$ cat src/rtl/fetch_pkg.sv
// Shared types and constants for the fetch-to-decode path.
// Entry layout for the fetch queue.
package fetch_pkg;

  localparam int XLEN     = 32;
  localparam int FQ_DEPTH = 4;

  typedef struct packed {
    logic [XLEN-1:0] pc;
    logic [XLEN-1:0] instr;
    logic            redir;
  } fq_entry_t;

endpackage

$ cat src/rtl/fq_storage.sv
// Fetch queue entry array.
// One write port, one async read port.
module fq_storage
  import fetch_pkg::*;
#(
  parameter int  DEPTH = FQ_DEPTH,
  parameter int  AW    = 2,
  parameter type T     = fq_entry_t
) (
  input  logic          clk,
  input  logic          we,
  input  logic [AW-1:0] waddr,
  input  T              wdata,
  input  logic [AW-1:0] raddr,
  output T              rdata
);

  T mem [DEPTH];

  always_ff @(posedge clk) begin
    if (we) begin
      mem[waddr] <= wdata;
    end
  end

  assign rdata = mem[raddr];

endmodule

$ cat src/rtl/fetch_queue.sv
// Fetch-to-decode FWFT queue with redirect tagging
// and single-cycle flush.
module fetch_queue
  import fetch_pkg::*;
#(
  parameter int DEPTH = FQ_DEPTH,
  parameter int AW    = 2,
  parameter int XLEN  = 32
) (
  input  logic            clk,
  input  logic            rst,
  input  logic            in_valid,
  output logic            in_ready,
  input  logic [XLEN-1:0] in_pc,
  input  logic [XLEN-1:0] in_instr,
  output logic            out_valid,
  input  logic            out_ready,
  output logic [XLEN-1:0] out_pc,
  output logic [XLEN-1:0] out_instr,
  output logic            out_redirect,
  input  logic            flush,
  output logic [AW:0]     count
);

  typedef struct packed {
    logic [XLEN-1:0] pc;
    logic [XLEN-1:0] instr;
    logic            redir;
  } entry_t;

  localparam logic [AW:0] FULL_CNT = (AW+1)'(DEPTH);

  logic [AW-1:0] wr_ptr;
  logic [AW-1:0] rd_ptr;
  logic [XLEN-1:0] last_pc;
  logic          first_flag;
  logic          push;
  logic          pop;
  logic          redir;
  entry_t        wr_entry;
  entry_t        head;
  entry_t        hold;
  entry_t        shown;

  assign in_ready  = (count != FULL_CNT);
  assign out_valid = (count != '0);
  assign push = in_valid && in_ready && !flush;
  assign pop  = out_valid && out_ready && !flush;

  // Wrapping add: 0xFFFFFFFF -> 0 is sequential.
  assign redir = first_flag || (in_pc != last_pc + XLEN'(1));

  always_comb begin
    wr_entry       = '0;
    wr_entry.pc    = in_pc;
    wr_entry.instr = in_instr;
    wr_entry.redir = redir;
  end

  fq_storage #(
    .DEPTH (DEPTH),
    .AW    (AW),
    .T     (entry_t)
  ) u_storage (
    .clk   (clk),
    .we    (push),
    .waddr (wr_ptr),
    .wdata (wr_entry),
    .raddr (rd_ptr),
    .rdata (head)
  );

  // When empty, show the last consumed entry (zero after reset).
  assign shown        = out_valid ? head : hold;
  assign out_pc       = shown.pc;
  assign out_instr    = shown.instr;
  assign out_redirect = shown.redir;

  always_ff @(posedge clk or negedge rst) begin
    if (!rst) begin
      wr_ptr     <= '0;
      rd_ptr     <= '0;
      count      <= '0;
      first_flag <= 1'b1;
      last_pc    <= '0;
      hold       <= '0;
    end else if (flush) begin
      wr_ptr     <= '0;
      rd_ptr     <= '0;
      count      <= '0;
      first_flag <= 1'b1;
    end else begin
      if (push) begin
        wr_ptr     <= wr_ptr + AW'(1);
        last_pc    <= in_pc;
        first_flag <= 1'b0;
      end
      if (pop) begin
        rd_ptr <= rd_ptr + AW'(1);
        hold   <= head;
      end
      unique case (1'b1)
        push && !pop: count <= count + (AW+1)'(1);
        pop && !push: count <= count - (AW+1)'(1);
        default:      count <= count;
      endcase
    end
  end

endmodule
$ cat config.mk
export PLATFORM = sky130hd
export DESIGN_NAME = fetch_queue
export DESIGN_NICKNAME = d
export VERILOG_FILES = /design/src/rtl/fetch_pkg.sv /design/src/rtl/fq_storage.sv /design/src/rtl/fetch_queue.sv
export SDC_FILE = /design/constraint.sdc
export NUM_CORES = 1
export LEC_CHECK = 0
export CORE_ASPECT_RATIO = 0.5
export CORE_UTILIZATION = 57
export DETAILED_ROUTE_END_ITERATION = 10
export PLACE_DENSITY = 0.79
export RECOVER_POWER = 100
export SETUP_SLACK_MARGIN = 0.02
export SYNTH_ARGS = -nofsm -noshare
export SYNTH_HDL_FRONTEND = slang
export SYNTH_SLANG_ARGS = --single-unit
$ cat constraint.sdc
create_clock -name clk -period 5.85 [get_ports clk]
set_input_delay 1.17 -clock clk [delete_from_list [all_inputs] [get_ports clk]]
set_output_delay 1.17 -clock clk [all_outputs]
set_load 0.05 [all_outputs]
# Word-level counts from Yosys, hierarchy flattened
# Memory sizes are Yosys's and may differ from the RTL's.
# Index checks and enable logic that the tools add are counted.
[word_totals] mem_bits_rw=260 in_bits=69 out_inout_bits=70 n_memories=1 word_cells=44 ff_bits=105
[mem_list] name="u_storage.mem" words=4 width=65 rd=1 rd_clocked_by_memory_dff=0 wr=1 line_no="fq_storage.sv:18" rtl="T mem [DEPTH];"
[op_classes] n_bitwise=1 n_addsub=5 muxes=11 reduce_logical=16 eq_ne=2
[ops] op="65-bit 2-to-1 mux" n=1
[ops] op="32-bit by 1-bit adder with 32-bit output, second input constant" n=1
[ops] op="32-bit != test" n=1
[ops] op="2-bit 2-to-1 mux" n=4
[ops] op="1-bit logical AND" n=6
[ops] op="3-bit one-hot mux with 2 select lines" n=1
[ops] op="3-bit nonzero test" n=2
[ops] op="2-bit by 1-bit adder with 2-bit output, second input constant" n=2
[ops] op="1-bit 2-to-1 mux" n=4
[ops] op="2-bit AND reduction" n=2
[ops] op="2-bit nonzero test" n=2
[ops] op="3-bit by 1-bit adder with 3-bit output, second input constant" n=1
[ops] op="1-bit logical NOT" n=3
[ops] op="3-bit 2-to-1 mux" n=1
[ops] op="3-bit != test, second input constant" n=1
[ops] op="3-bit by 1-bit subtractor with 3-bit output, second input constant" n=1
[ops] op="1-bit logical OR" n=1
[ops] op="1-bit inverter" n=1

# Logic depth before layout (Yosys ltp)
# Gate-level depths: netlist of the first run.
[logic_depth] word_depth=7 depth_mapped=13 mapped_depth_nobuf=10

# Hierarchy
# Synthesis of the first run repeated with hierarchy kept, for this count alone.
[hier_totals] hier_cells=961 hier_area_um2=15310.9
[modules_own_cells] mod="fq_storage" area_per_inst_um2=9455.3 cells_per_inst=343 instances=1 seq_area_each_um2=7807.5
[modules_own_cells] mod="fetch_queue" area_per_inst_um2=5855.6 cells_per_inst=618 instances=1 seq_area_each_um2=2628.8

# Worst setup path before layout of the first run
# OpenSTA, ideal clock, no wires.
[synth_timing] path_kind="register -> register" from="register count[1]" to="memory u_storage.mem[0][0] (netlist name) (enable)" required_time_ps=5420 period_less_slack_ps=4241 path_stages_with_launch=8 arrival_time_ps=3811 path_slack_ps=1609 n_path_buf=2 setup_ps=430 path_cell_list="dfrtp_1 > nor2_1 > nand2_1 > nand2_1 > nor2_1 > buf_1 > clkbuf_1 > and2_1"
[synth_via] elab_chain_len=5
[synth_lines] item="start: declaration" line_no="fetch_queue.sv:22" rtl="output logic [AW:0] count"
[synth_lines] item="start signal: assignment" line_no="fetch_queue.sv:103" rtl="push && !pop: count <= count + (AW+1)'(1);"
[synth_lines] item="start signal: assignment" line_no="fetch_queue.sv:104" rtl="pop && !push: count <= count - (AW+1)'(1);"
[synth_lines] item="start signal: assignment" line_no="fetch_queue.sv:105" rtl="default: count <= count;"
[synth_lines] item="3-bit != test" line_no="fetch_queue.sv:45" rtl="assign in_ready = (count != FULL_CNT);"
[synth_lines] item="named net in_ready" line_no="fetch_queue.sv:13" rtl="output logic in_ready,"
[synth_lines] item="1-bit logical AND (2 in a row)" line_no="fetch_queue.sv:47" rtl="assign push = in_valid && in_ready && !flush;"
[synth_lines] item="1-bit 2-to-1 mux" line_no="fq_storage.sv:21" rtl="if (we) begin"
[synth_lines] item="1-bit 2-to-1 mux (implied by the code)" line_no="fq_storage.sv:22" rtl="mem[waddr] <= wdata;"
[synth_lines] item="end: declaration" line_no="fq_storage.sv:18"
# The timed path passes the listed nets, and every way through them passes these cells.

# Worst setup path after layout of the first run
[layout_timing] from="register rd_ptr[0]" to="output port out_redirect"
[layout_via] elab_chain_len=2
[layout_lines] item="start: declaration" line_no="fetch_queue.sv:34" rtl="logic [AW-1:0] rd_ptr;"
[layout_lines] item="start signal: assignment" line_no="fetch_queue.sv:99" rtl="rd_ptr <= rd_ptr + AW'(1);"
[layout_lines] item="memory 4 x 65 bit"
[layout_lines] item="65-bit 2-to-1 mux" line_no="fetch_queue.sv:74" rtl="assign shown = out_valid ? head : hold;"
[layout_lines] item="end: declaration" line_no="fetch_queue.sv:20" rtl="output logic out_redirect,"
# No other way between the ends.

==> qor.txt, run 1 <==
Power per Cell Area = 522.5 nW/um^2
Num rows = 41
Min cycle time layout = 4.868 ns
Die X = 233.7 um
DP Wirelength = 16880 um
Maximum VDD drop = 301.2 uV
Area growth, synth to finish = 17.31%
Avg Cell Area, Syn = 18.23 um^2
Total grt overflow = 0
HP Class = flip-flop to flip-flop
Via Count = 7970
Post-synth ARST share = 28.77%
CP required = 4.68 ns
Max Root-Sink Buffers = 3
CTS hold repair buffers = 0
Met1 usage = 31.43%
Met2 usage = 37.68%
Critical path's slowest cell = dfrtp_2
Yosys cell types = 60
I/O pins = 139
Remaining antenna violation count = 0
Clock buffer count from CTS = 30
Crit end category = output pin
Clock network power share = 20.7%
Synth Instances = 839
H-tree levels = 1
Drt first pass iters = 11
Port Buffer Count = 138
CTS Sinks = 365
Switch share = 37.87%
Slew Limit Fails = 420
Post-Syn Nets = 914
Final setup fails = 0
CP Data Arrival Time = 3.70 ns
Failing checks = DRC, capacitance limit, slew limit
Die area = 27530 um^2
Wire length per cell = 21.80 um
Crit Path Max Fanout = 39
Core box area = 25750 um^2
Detailed Route WL = 29330 um
Fillers = 1659
Psw = 3550 uW
First DRT Iteration DRCs = 547
Fin crit share = 83.21%
First-pass GRT wire length = 47220 um
Total power = 9375 uW
Top FF cell, synth = edfxtp_1
Fin. Hold Viols = 0
Unrepaired setup endpoints after global routing = false
CP max stage delay = 1.06 ns
Vias in the first global route = 8605
Synth Register Bits = 365
Initial antenna violation count = 1
Final setup TNS = 0 ns
Sequential element share of the synthesized area = 68.23%
Worst slew pin tran = 4.110 ns
Via density = 5.926
CTS tree = built
EDFF count, synth = 260
RePlAce Congestion = 0.8180
Startpoint Class = flip-flop
Seq pwr share = 37.1%
F_max = 0.2054 GHz
Post-CTS Resized = 0
Crit path buffers/inverters = 2
Residual DRC count = 4
Relative slew slack = -174.0%
Layout cells sized above 1 = 28.50%
Delay-heaviest family, CP = buffers and inverters
Nets = 1051
Pint = 5824 uW
Combinational share of power = 42.2%
Post-Syn Area = 15300 um^2
CTS root buf = clkbuf_16
Outcome = complete, but fails checks
Synth Warn # = 0
Skew-Pair Late Insertion Delay = 0.57 ns
Worst-path cell chain = buf_12 > mux4_2 > mux2_2 > dlygate4sd3_1
Gr usage total = 22.35%
GR peak layer = met2
Initial Util = 59.40%
Clock skew = 0.02235 ns
Setup Buffers After CTS = 0
Max cap viols = 7
GR Util met3 = 3.246%
Die H = 117.8 um
Reg clk slew, reported paths = 0.07 ns
WS Path Type = flip-flop to output pin
Largest net degree at the start of global routing = 70
Leakage = 0.006083 uW
-- synth_stat cells (3+ instances only) --
master     number  share of area (%)
nor3_1         11               0.36
nand4_1        14               0.57
mux2_2        161                 12
ha_1            5               0.41
and2_1          7               0.29
xor2_1         21                1.2
and3_1          3               0.12
o21ai_0         6               0.20
nand2_1        16               0.39
xnor2_1        25                1.4
nor2_1         23               0.56
clkbuf_1       22               0.54
mux2i_1         4               0.26
a211oi_1        3               0.15
inv_1           4              0.098
mux4_2         65                9.6
buf_1          13               0.32
a21oi_1         6               0.20
a2111oi_0       3               0.17
nand3_1        14               0.46
nor4_1          3               0.12
dfrtp_1       104                 17
edfxtp_1      260                 51
-- logic make-up after synthesis --
family	after synthesis	synth area share, %
buf+inv	43	1.145
simple gates	114	4.172
xor+xnor	46	2.634
flops	365	68.23
fa+ha+maj	6	0.5399
mux	230	21.69
compound gates	35	1.595
-- placed cells by master, fill, tap and decap left out, types with 4 or more instances in the layout --
cell type and instances:
a21oi_1 6, and2_2 5, clkbuf_1 14, clkbuf_16 31
clkdlybuf4s50_1 6, clkinv_1 7, dfrtp_1 102, dlygate4sd3_1 131
edfxtp_1 260, ha_1 5, inv_1 4, mux2_2 161
mux2i_1 4, mux4_2 65, nand2_1 16, nand3_1 14
nand4_1 14, nor2_1 22, nor3_1 11, o21ai_0 6
xnor2_1 25, xor2_1 21
-- sequential cells by signal, summed over array words and instances (netlist names) --
signal         cells
last_pc           32
wr_ptr             2
count              3
first_flag         1
u_storage.mem    260
rd_ptr             2
hold              65
-- worst paths after layout --
check / from / end / slack [ns] / cells after the start
max: rd_ptr[0] / out_redirect / 0.98 / 4
min: hold[44] / hold[44] / 0.51 / 1
max reg2reg: count[0] / u_storage.mem[3][4] / 1.55 / 5
min reg2reg: hold[44] / hold[44] / 0.51 / 1
max in group asynchronous: rst / hold[50] / 1.50 / 1
min in group asynchronous: rst / hold[20] / 2.05 / 1
-- power by group through the flow --
stage | Clock, uW | Combinational, uW | Sequential [uW]
after floorplan | 0 | 3030 | 3410
after global placement | 0 | 4080 | 3500
after CTS | 1970 | 4150 | 3490
after global routing | 2070 | 4160 | 3550
after detailed placement | 0 | 4140 | 3540
final | 1940 | 3960 | 3480
-- layout make-up --
class,count,area (um^2),area share [%]
sequential,365,10440,58.18
multi-input combinational,431,4702,26.20
timing repair buffer,144,1426,7.949
clock buffer,46,862.1,4.804
tap,344,430.4,2.399
clock inverter,10,66.31,0.3696
inverter,4,15.01,0.08368
antenna,1,2.502,0.01395
-- per-layer routing --
| layer | part of all wire, % | vias to the layer above |
|---|---|---|
| li1 | - | 3600 |
| met1 | 44 | 4168 |
| met2 | 51 | 169 |
| met3 | 3.9 | 33 |
| met4 | 1.3 | 0 |
| met5 | 0 | - |
-- stage by stage --
step	setup WS, ns	cell area (um^2)	hold WS (ns)	instances	util [%]
after CTS	1.169	17970	0.5079	1344	69.76
after detailed placement	1.465	17040	0.4927	1288	66.16
final	0.9822	17940	0.5061	1345	69.68
after floorplan	1.609	15300	0.4767	839	-
after global routing	0.6473	17940	0.5193	1345	69.68
after global placement	1.627	17040	0.4847	1288	66.16
(Power assumes the default switching activity.)
==> run 2, diff against run 1 <==
==> constraint.sdc (replaced) <==
create_clock -name clk -period 5 [get_ports clk]
set_input_delay 1 -clock clk [delete_from_list [all_inputs] [get_ports clk]]
set_output_delay 1 -clock clk [all_outputs]
set_load 0.05 [all_outputs]
==> run 2 against run 1 <==
Against the previous run: the flow still finishes with violations (DRC, capacitance limit, slew limit); critical path depth stayed put; clock skew down 0.0036 ns; routed wire length fell by 0.30%; die area did not move; via count up 0.20%; sequential share of layout area fell by 0.15 points; worst hold slack got worse by 0.0017 ns; critical path type unchanged; critical endpoint is now out_instr[10].
==> qor.txt, run 2 (synthesized netlist as in run 1, its figures left out) <==
Outcome = complete, but fails checks
Failing checks = DRC, capacitance limit, slew limit
RePlAce Congestion = 0.7982 (-2.4%)
Crit end category = output pin
Crit Path Max Fanout = 23 (-41%)
DP Wirelength = 17320 um (+2.6%)
Via density = 5.924 (about the same)
Pint = 6828 uW (+17%)
Setup Buffers After CTS = 0 (unchanged)
Nets = 1054 (+0.29%)
Relative slew slack = -32.57% (+140 points)
CTS hold repair buffers = 0 (unchanged)
Num rows = 41 (unchanged)
Slew Limit Fails = 89 (-79%)
Min cycle time layout = 4.455 ns
WS Path Type = flip-flop to output pin
Largest Register = u_storage.mem
Core box area = 25750 um^2 (unchanged)
CTS tree = built
Seq pwr share = 36.9% (-0.2 points)
Die X = 233.7 um (unchanged)
CP required = 4.00 ns (-0.68 ns)
CTS root buf = clkbuf_16
Total grt overflow = 0 (unchanged)
R2R depth = 5 (unchanged)
I/O pins = 139 (unchanged)
Clock network power share = 20.7% (about the same)
Unrepaired setup endpoints after global routing = false
Worst Setup SP = rd_ptr[0]
Final setup TNS = 0 ns (unchanged)
Worst slew pin tran = 1.989 ns (-2.122 ns)
Gr usage total = 22.26% (-0.086 points)
Number of flip-flops in the largest register = 260 (unchanged)
Hold Path Stages = 1 (unchanged)
Reg2Reg Launch Point = count[0]
Power per Cell Area = 610.6 nW/um^2 (+17%)
Maximum VDD drop = 329.5 uV (+9.4%)
Residual DRC count = 2 (-2)
Final setup fails = 0 (unchanged)
Leakage = 0.006123 uW (+0.65%)
Area growth, synth to finish = 17.61%
Hold Path End = hold[40]
HP Class = flip-flop to flip-flop
CTS Sinks = 365 (unchanged)
Reg2reg end = hold[3]
Commonest non-fill, non-tap cell in the layout = edfxtp_1
Die area = 27530 um^2 (unchanged)
Skew-Pair Late Insertion Delay = 0.56 ns (about the same)
Initial antenna violation count = 1 (unchanged)
Detailed Route WL = 29240 um (-0.30%)
Startpoint Class = flip-flop
H-tree levels = 1 (unchanged)
CP Data Arrival Time = 3.46 ns (-0.24 ns)
Psw = 4156 uW (+17%)
Wire length per cell = 21.69 um (-0.53%)
Worst hold start = hold[40]
Vias in the first global route = 8549 (-0.65%)
Die H = 117.8 um (unchanged)
Max Root-Sink Buffers = 3 (unchanged)
Via Count = 7986 (+0.20%)
Fin. Hold Viols = 0 (unchanged)
Most frequent cells in the layout = 260 x edfxtp_1, 161 x mux2_2, 131 x dlygate4sd3_1, 102 x dfrtp_1, 65 x mux4_2
Combinational share of power = 42.4% (+0.2 points)
Clock skew = 0.01871 ns (-0.003642 ns)
Port Buffer Count = 138 (unchanged)
Max cap viols = 2 (-5)
Switch share = 37.84% (about the same)
Clock buffer count from CTS = 30 (unchanged)
First DRT Iteration DRCs = 471 (-14%)
Reg clk slew, reported paths = 0.07 ns (about the same)
Layout cells sized above 1 = 29.21% (+0.71 points)
F_max = 0.2245 GHz
Fin crit share = 89.11%
Drt first pass iters = 10 (-1)
Internal reg-to-reg setup slack = 0.94 ns (-0.61 ns)
Largest net degree at the start of global routing = 70 (unchanged)
Largest regs = u_storage.mem (260), hold (65), last_pc (32)
Utilization after layout = 69.86% (+0.18 points)
First-pass GRT wire length = 47020 um (-0.44%)
Initial Util = 59.40% (unchanged)
Remaining antenna violation count = 0 (unchanged)
Post-CTS Resized = 0 (unchanged)
-- run 2: changes by cell type in the layout (fill, tap and decap cells not counted) --
cell,change
and2_2,-4
clkbuf_1,-6
nor2_1,+1
clkinv_2,+6
and2_4,+4
buf_12,+1
nor2_4,-1
clkbuf_8,+1
buf_4,+1
-- run 2: worst max-delay path by stage --
stage                          end  slack (ns)
3_3_place_gp   u_storage.mem[0][0]        0.90
3_5_place_dp   u_storage.mem[0][0]        0.80
2_1_floorplan  u_storage.mem[0][0]        0.76
5_1_grt              out_instr[24]        0.30
6_report             out_instr[10]        0.54
4_1_cts              out_instr[24]        0.68
-- run 2: cell type report --
type | count | area, um^2
sequential | 365 | 10440
fill | 1664 | 7762
multi-input combinational | 431 | 4700
timing repair buffer | 147 | 1458
clock buffer | 40 | 849.6
tap | 344 | 430.4
clock inverter | 16 | 96.34
inverter | 4 | 15.01
antenna | 1 | 2.502
-- run 2: metal layers --
layer / wire length, um / GRT usage, %
met1: 12900 / 31.52
met2: 14820 / 36.93
met3: 1036 / 3.343
met4: 480 / 4.951
met5: 0 / 0
-- run 2: worst max-delay path, cell delays in order, from the launching register on --
cell and delay [ns]:
dfrtp_2 0.90, buf_4 0.39, mux4_2 0.55, mux2_2 0.28, dlygate4sd3_1 0.76
-- run 2: power groups by stage --
stage                     registers [uW]  logic [uW]  clock network [uW]
after global placement              4080        4800                   0
after floorplan                     3990        3540                   0
after CTS                           4060        4890                2310
after detailed placement            4120        4860                   0
final                               4050        4660                2280
after global routing                4120        4900                2430
-- run 2: stage by stage --
stage | cells | hold slack, ns | worst slack [ns] | area, um^2 | power, uW
2_1_floorplan | 839 | 0.4767 | 0.7593 | 15300 | 7536
3_3_place_gp | 1291 | 0.4850 | 0.8994 | 17070 | 8882
3_5_place_dp | 1291 | 0.4921 | 0.7995 | 17070 | 8988
4_1_cts | 1347 | 0.5073 | 0.6754 | 18020 | 11270
5_1_grt | 1348 | 0.5212 | 0.3030 | 17990 | 11450
6_report | 1348 | 0.5044 | 0.5447 | 17990 | 10980
==> run 3, diff against run 2 <==
--- a/config.mk
+++ b/config.mk
@@ -11,6 +11,8 @@
 export PLACE_DENSITY = 0.79
 export RECOVER_POWER = 100
 export SETUP_SLACK_MARGIN = 0.02
+export SKIP_LAST_GASP = 1
+export SLEW_MARGIN = 0
 export SYNTH_ARGS = -nofsm -noshare
 export SYNTH_HDL_FRONTEND = slang
 export SYNTH_SLANG_ARGS = --single-unit
==> results of run 3 <==
No change in the layout: final DEF, timing and power equal those of run 2.
